--- src/rtl/alu_arbiter_2.sv ---
// Round-robin arbiter sharing one external alu_32 between two requesters, one op in flight.
// Optional macro ALU_ARB_ILLEGAL_CHECK_EN answers illegal control codes with an error response.
module alu_arbiter_2 #(
  parameter bit INIT_PRIO = 1'b0
) (
  input  logic        clk,
  input  logic        reset,
  // Request channels: an op transfers on a cycle where req_valid_i && req_ready_i.
  // Response channels: a response transfers on a cycle where rsp_valid_i && rsp_ready_i.
  input  logic        req_valid_0,
  output logic        req_ready_0,
  input  logic [31:0] req_a_0,
  input  logic [31:0] req_b_0,
  input  logic [3:0]  req_control_0,
  input  logic [4:0]  req_shamt_0,
  input  logic        req_valid_1,
  output logic        req_ready_1,
  input  logic [31:0] req_a_1,
  input  logic [31:0] req_b_1,
  input  logic [3:0]  req_control_1,
  input  logic [4:0]  req_shamt_1,
  output logic        rsp_valid_0,
  input  logic        rsp_ready_0,
  output logic        rsp_valid_1,
  input  logic        rsp_ready_1,
  output logic [31:0] rsp_result,
  output logic        rsp_carry,
  output logic        rsp_overflow,
  output logic        rsp_zero,
  output logic        rsp_err,
  output logic [31:0] alu_a,
  output logic [31:0] alu_b,
  output logic [3:0]  alu_control,
  output logic [4:0]  alu_shamt,
  input  logic [31:0] alu_result,
  input  logic        alu_carry_out,
  input  logic        alu_overflow,
  input  logic        alu_zero,
  output logic [1:0]  dbg_state
);

  typedef enum logic [1:0] {
    IDLE = 2'd0,
    EXEC = 2'd1,
    RESP = 2'd2
  } state_t;

  state_t      state;
  logic        prio;
  logic        gnt;
  logic [31:0] op_a;
  logic [31:0] op_b;
  logic [3:0]  op_control;
  logic [4:0]  op_shamt;

  logic        pick;
  logic        req_fire;
  logic        rsp_take;
  logic [31:0] sel_a;
  logic [31:0] sel_b;
  logic [3:0]  sel_control;
  logic [4:0]  sel_shamt;

  // Priority only matters on a tie; a lone requester always wins.
  always_comb begin
    pick        = (req_valid_0 && req_valid_1) ? prio : req_valid_1;
    req_ready_0 = (state == IDLE) && req_valid_0 && !pick;
    req_ready_1 = (state == IDLE) && req_valid_1 && pick;
    req_fire    = req_ready_0 || req_ready_1;
    sel_a       = pick ? req_a_1       : req_a_0;
    sel_b       = pick ? req_b_1       : req_b_0;
    sel_control = pick ? req_control_1 : req_control_0;
    sel_shamt   = pick ? req_shamt_1   : req_shamt_0;
    rsp_take    = gnt ? rsp_ready_1 : rsp_ready_0;
  end

`ifdef ALU_ARB_ILLEGAL_CHECK_EN
  logic illegal;

  always_comb begin
    illegal = 1'b1;
    if (sel_control == 4'b0000 || sel_control == 4'b0010 ||
        (sel_control >= 4'b1000 && sel_control <= 4'b1110)) begin
      illegal = 1'b0;
    end
  end
`else
  assign rsp_err = 1'b0;
`endif

  always_ff @(posedge clk) begin
    if (reset) begin
      state        <= IDLE;
      prio         <= INIT_PRIO;
      gnt          <= 1'b0;
      op_a         <= '0;
      op_b         <= '0;
      op_control   <= '0;
      op_shamt     <= '0;
      rsp_result   <= '0;
      rsp_carry    <= 1'b0;
      rsp_overflow <= 1'b0;
      rsp_zero     <= 1'b0;
      rsp_valid_0  <= 1'b0;
      rsp_valid_1  <= 1'b0;
`ifdef ALU_ARB_ILLEGAL_CHECK_EN
      rsp_err      <= 1'b0;
`endif
    end else begin
      case (state)
        IDLE: begin
          if (req_fire) begin
            gnt        <= pick;
            op_a       <= sel_a;
            op_b       <= sel_b;
            op_control <= sel_control;
            op_shamt   <= sel_shamt;
`ifdef ALU_ARB_ILLEGAL_CHECK_EN
            // Illegal ops never reach the ALU; answer with a zeroed error response.
            if (illegal) begin
              rsp_result   <= '0;
              rsp_carry    <= 1'b0;
              rsp_overflow <= 1'b0;
              rsp_zero     <= 1'b0;
              rsp_err      <= 1'b1;
              rsp_valid_0  <= !pick;
              rsp_valid_1  <= pick;
              state        <= RESP;
            end else begin
              state <= EXEC;
            end
`else
            state <= EXEC;
`endif
          end
        end
        EXEC: begin
          rsp_result   <= alu_result;
          rsp_carry    <= alu_carry_out;
          rsp_overflow <= alu_overflow;
          rsp_zero     <= alu_zero;
`ifdef ALU_ARB_ILLEGAL_CHECK_EN
          rsp_err      <= 1'b0;
`endif
          rsp_valid_0  <= !gnt;
          rsp_valid_1  <= gnt;
          state        <= RESP;
        end
        RESP: begin
          if (rsp_take) begin
            rsp_valid_0 <= 1'b0;
            rsp_valid_1 <= 1'b0;
            prio        <= !gnt;
            state       <= IDLE;
          end
        end
        default: state <= IDLE;
      endcase
    end
  end

  assign alu_a       = op_a;
  assign alu_b       = op_b;
  assign alu_control = op_control;
  assign alu_shamt   = op_shamt;
  assign dbg_state   = state;

endmodule

--- config.mk ---
export PLATFORM = sky130hd
export DESIGN_NAME = alu_arbiter_2
export DESIGN_NICKNAME = d
export VERILOG_FILES = /design/src/rtl/alu_arbiter_2.sv
export SDC_FILE = /design/constraint.sdc
export NUM_CORES = 1
export LEC_CHECK = 0
export CORE_UTILIZATION = 35
export CTS_CLUSTER_DIAMETER = 30
export DETAILED_ROUTE_END_ITERATION = 8
export PLACE_DENSITY = 0.84
export SYNTH_ARGS = -nofsm -noshare
export SYNTH_HDL_FRONTEND = slang
export SYNTH_SLANG_ARGS = --single-unit
--- constraint.sdc ---
create_clock -name clk -period 1.3 [get_ports clk]
set_input_delay 0.26 -clock clk [delete_from_list [all_inputs] [get_ports clk]]
set_output_delay 0.26 -clock clk [all_outputs]
set_load 0.01 [all_outputs]
---- Word-level counts from Yosys, hierarchy flattened ----
Cells that the tools add are included.
storage, ports and cells
  bits in latches ......................... 0
  word-level logic and storage cells ...... 43
  memory bits (writable) .................. 0
  bits of input ports ..................... 187
  output and inout bits ................... 115
  memories ................................ 0
  memory bits (read-only) ................. 0
  register bits ........................... 114
cells by class
  reduce and logical (&&, ||, !) cells .... 14
  muxes and demuxes ....................... 12
  $add $sub $neg .......................... 0
  $mul .................................... 0
  shifts and indexed selects .............. 0
  magnitude comparators ................... 0
  bitwise operators ....................... 0
  div/mod/pow operators ................... 0
  equal/unequal tests ..................... 4
operator list
  cell                                            number
  2-to-1 mux 32 bit                               2
  AND reduction 2 bit                             4
  case mux 2 bit (3 select lines)                 1
  logical AND 1 bit                               5
  2-to-1 mux 5 bit                                1
  2-to-1 mux 2 bit                                2
  2-to-1 mux 4 bit                                1
  inequality test 2 bit (second input constant)   2
  case mux 1 bit (2 select lines)                 2
  2-to-1 mux 1 bit                                3
  == test 2 x 1 -> 1 bit (second input constant)  1
  == test 2 bit (second input constant)           1
  zero test 1 bit                                 2
  zero test 2 bit                                 1
  nonzero test 2 bit                              1
  logical OR 1 bit                                1

---- Depth between registers and ports, before layout ----
  depth after elaboration ................. 7
  depth in mapped cells ................... 6
  mapped depth without buffers ............ 3

---- Worst setup path before layout ----
OpenSTA, ideal clock, no wires.
  kind .................................... register to output
  start point ............................. register state[1] (netlist: dbg_state[1])
  end point ............................... output req_ready_1
  path slack .............................. -79 ps
  buffers on the path ..................... 2
  cell stages (with the launch flop) ...... 5
  required time ........................... 1040 ps
  arrival ................................. 1119 ps
  cells stage by stage .................... dfxtp_1 > nor2_1 > buf_2 > buf_2 > and3_1
between the ends
  longest elaborated chain between the ends .. 3
ends and longest elaborated chain
  what                             RTL line  RTL
  from (decl)                      48        state_t state;
  from (signal assigned)           93        state <= IDLE;
  from (signal assigned)           133       state <= EXEC;
  from (signal assigned)           147       state <= RESP;
  zero test 2 bit                  68        req_ready_1 = (state == IDLE) && req_valid_1 && pick;
  logical AND 1 bit (2 in series)  68
  to (decl)                        17        output logic req_ready_1,
Every way passes these cells.

---- Final worst setup path ----
  start point ............................. register state[0] (netlist: dbg_state[0])
  end point ............................... output req_ready_0
between the ends
  longest elaborated chain between the ends .. 3
ends and longest elaborated chain
  what                             RTL line  RTL
  zero test 2 bit                  67        req_ready_0 = (state == IDLE) && req_valid_0 && !pick;
  logical AND 1 bit (2 in series)  67
  to (decl)                        11        output logic req_ready_0,
Every way passes these cells.

==> impl_results.md <==
- Commonest non-fill, non-tap cell in the layout: clkdlybuf4s50_1
- CP Launch Type: flop
- CTS tree: yes
- Initial Util: 36.5%
- Required @ worst endpoint: 1040 ps
- Vias after detailed routing: 6282
- Post-DP HPWL: 13000 µm
- DRC errors left: 0
- Final max-slew violation count: 0
- Fin crit share: 128%
- Seq cells post-synth: 114
- GRT overflow: 0
- Die area: 15900 µm²
- GP Congestion: 0.797
- CTS clock-pin slew for the worst setup and hold paths: 50 ps
- Placed cells: 1058
- # diodes: 0
- Commonest non-fill, non-tap cells in the layout: clkdlybuf4s50_1, dfxtp_1, a21oi_1, nand3_1
- FFs w/ async S/R, synth: 0%
- Final ANT Viol Nets: 0
- Routed Wire Length: 22500 µm
- FILL cells: 1184
- Setup WS post-layout: -359 ps
- Final Skew: 5.93 ps
- Max clock buf depth: 2
- Drt pass-1 iters: 5
- Sw frac: 27.8%
- Vias per inst: 5.61
- Sw power: 3.49 mW
- Distinct cell type count after synthesis: 28
- Max-Cap Viols: 0
- Total global-route track usage: 26.8%
- Failing checks: setup timing
- Layout cells sized above 1: 24.3%
- Cts hold-fix bufs: 0
- Static leakage: 3.76 nW
- Core Region: 14800 µm²
- Hold crit path type: in2reg
- Endpoints failing setup: 79
- Synth Cell Area: 5390 µm²
- Die H: 126 µm
- Layout area overhead: 85.5%
- Num rows: 44
- Flop pwr share: 32.4%
- Port bufs: 300
- Worst vdd ir: 0.000885 V
- DIE WIDTH: 126 µm
- RSZ-0062 raised after global routing: yes
- Storage element area: 2280 µm²
- CTS Buf Count: 17
- Final hold viol count: 0
- WS Path Type: reg2out
- Status: finished with violations
- Net Count, Synth: 807
- Yosys warns: 0
- Synthesized instance count: 620
- Internal power: 9.07 mW
- Initial antenna violation count: 0
- Multi-input gate area: 2940 µm²
- Clock group share of total power: 37.4%
- Vias in the first global route: 6078
- Layout Nets: 1114
- Seq/Total Area, Yosys: 42.3%
- Most used DFF post-synth: dfxtp_1
- H-tree depth: 4
- Layout Utilization: 67.8%
- Worst-path fanout max: 2
- Largest net degree at the start of global routing: 58
- CP arrival: 1400 ps
- First-pass GRT wire length: 33000 µm
- Crit end category: primary output
- I/O pin cnt: 302
- Later-pin clock latency in the skew report: 400 ps
- Wire per inst: 20.0 µm
- Fin cells: 1120
- Root buf cell: clkbuf_16
- Fin crit period: 1660 ps
- Max Freq: 0.603 GHz
- Syn avg cell area: 8.69 µm²
- Pwr dens: 1260 nW/µm²
- Clock sinks: 114
- Post-synth EDFFs: 0
- Iteration-0 DRC Markers: 406
- Comb pwr share: 30.2%
worst max-delay path, cell delays in order, from the launching register on:
cell	delay (ps)
dfxtp_2	320
or3b_4	400
a21oi_2	130
buf_2	150
logic make-up after synthesis:
logic type / after synthesis / synth area share, %
other cells: 1 / 0.0696
mux: 1 / 0.186
simple gates: 162 / 13.6
buf+inv: 80 / 7.34
compound gates: 262 / 36.4
flops: 114 / 42.3
power by group through the flow:
stage	Clock [mW]	Sequential [mW]	Combinational, mW
global route	4.93	4.11	4.03
finish	4.70	4.07	3.80
global placement	0	4.11	3.15
CTS	4.77	4.05	3.59
floorplan	0	4.29	1.33
detailed placement	0	4.12	3.18
Yosys cell counts (all sizes together) (2+ instances only):
cell type,instances,area (µm²)
dfxtp,114,2280
nand3,73,365
nor2,3,11.3
nand2,73,274
nand2b,4,25.0
a21oi,113,566
and3,2,12.5
buf,42,251
clkbuf,36,136
o21ai,73,365
a311oi,73,1010
nor2b,4,25.0
registers in the layout (all words and copies together) (netlist names), 2 cells and up:
name and cells:
alu_a 32, alu_b 32, rsp_result 32, alu_shamt 5
alu_control 4, dbg_state 2
layout make-up:
class	count	area share, %
Tap cell	184	2.30
Clock buffer	22	4.84
Sequential cell	114	22.9
Inverter	2	0.0751
Multi-Input combinational cell	426	29.4
Clock inverter	6	1.05
Timing Repair Buffer	366	39.4
per-stage QoR:
step                      setup TNS, ps  hold slack [ps]  worst slack, ps  cell area [µm²]  power, mW
after global routing             -19870              119             -381            10000       13.1
after detailed placement         -43280              446             -889             8630       7.30
after global placement           -41200              441             -890             8630       7.26
final                            -14990              127             -359            10000       12.6
after floorplan                   -40.5              396            -25.4             5400       5.62
after CTS                        -18210              112             -353             9760       12.4
path summary, 6_finish.rpt:
kind,from,to,slack [ps],depth (start not counted)
worst max register to register,dbg_state[0],alu_a[2],-220,8
worst max-delay path,dbg_state[0],req_ready_0,-360,3
worst min-delay path,reset,prio,130,2
worst min register to register,rsp_result[15],rsp_result[15],450,2
per-layer routing:
layer	global-route usage [%]	part of all wire (%)	up-vias	wire length, µm
met5	0	0	-	0
met4	12.4	3.4	0	767
met3	7.35	7.5	62	1680
met2	46.3	51	326	11400
met1	30.6	38	2982	8610
li1	-	-	2912	-
repair_timing:
| action | CTS | global route |
|---|---|---|
| buffers inserted | 14 | 2 |
| setup endpoints to repair | 189 | 190 |
| resized for setup | 206 | 108 |
| gates cloned | 11 | 9 |
| pin swaps | 8 | 14 |
Note: power is estimated with default switching activity, not from simulation.
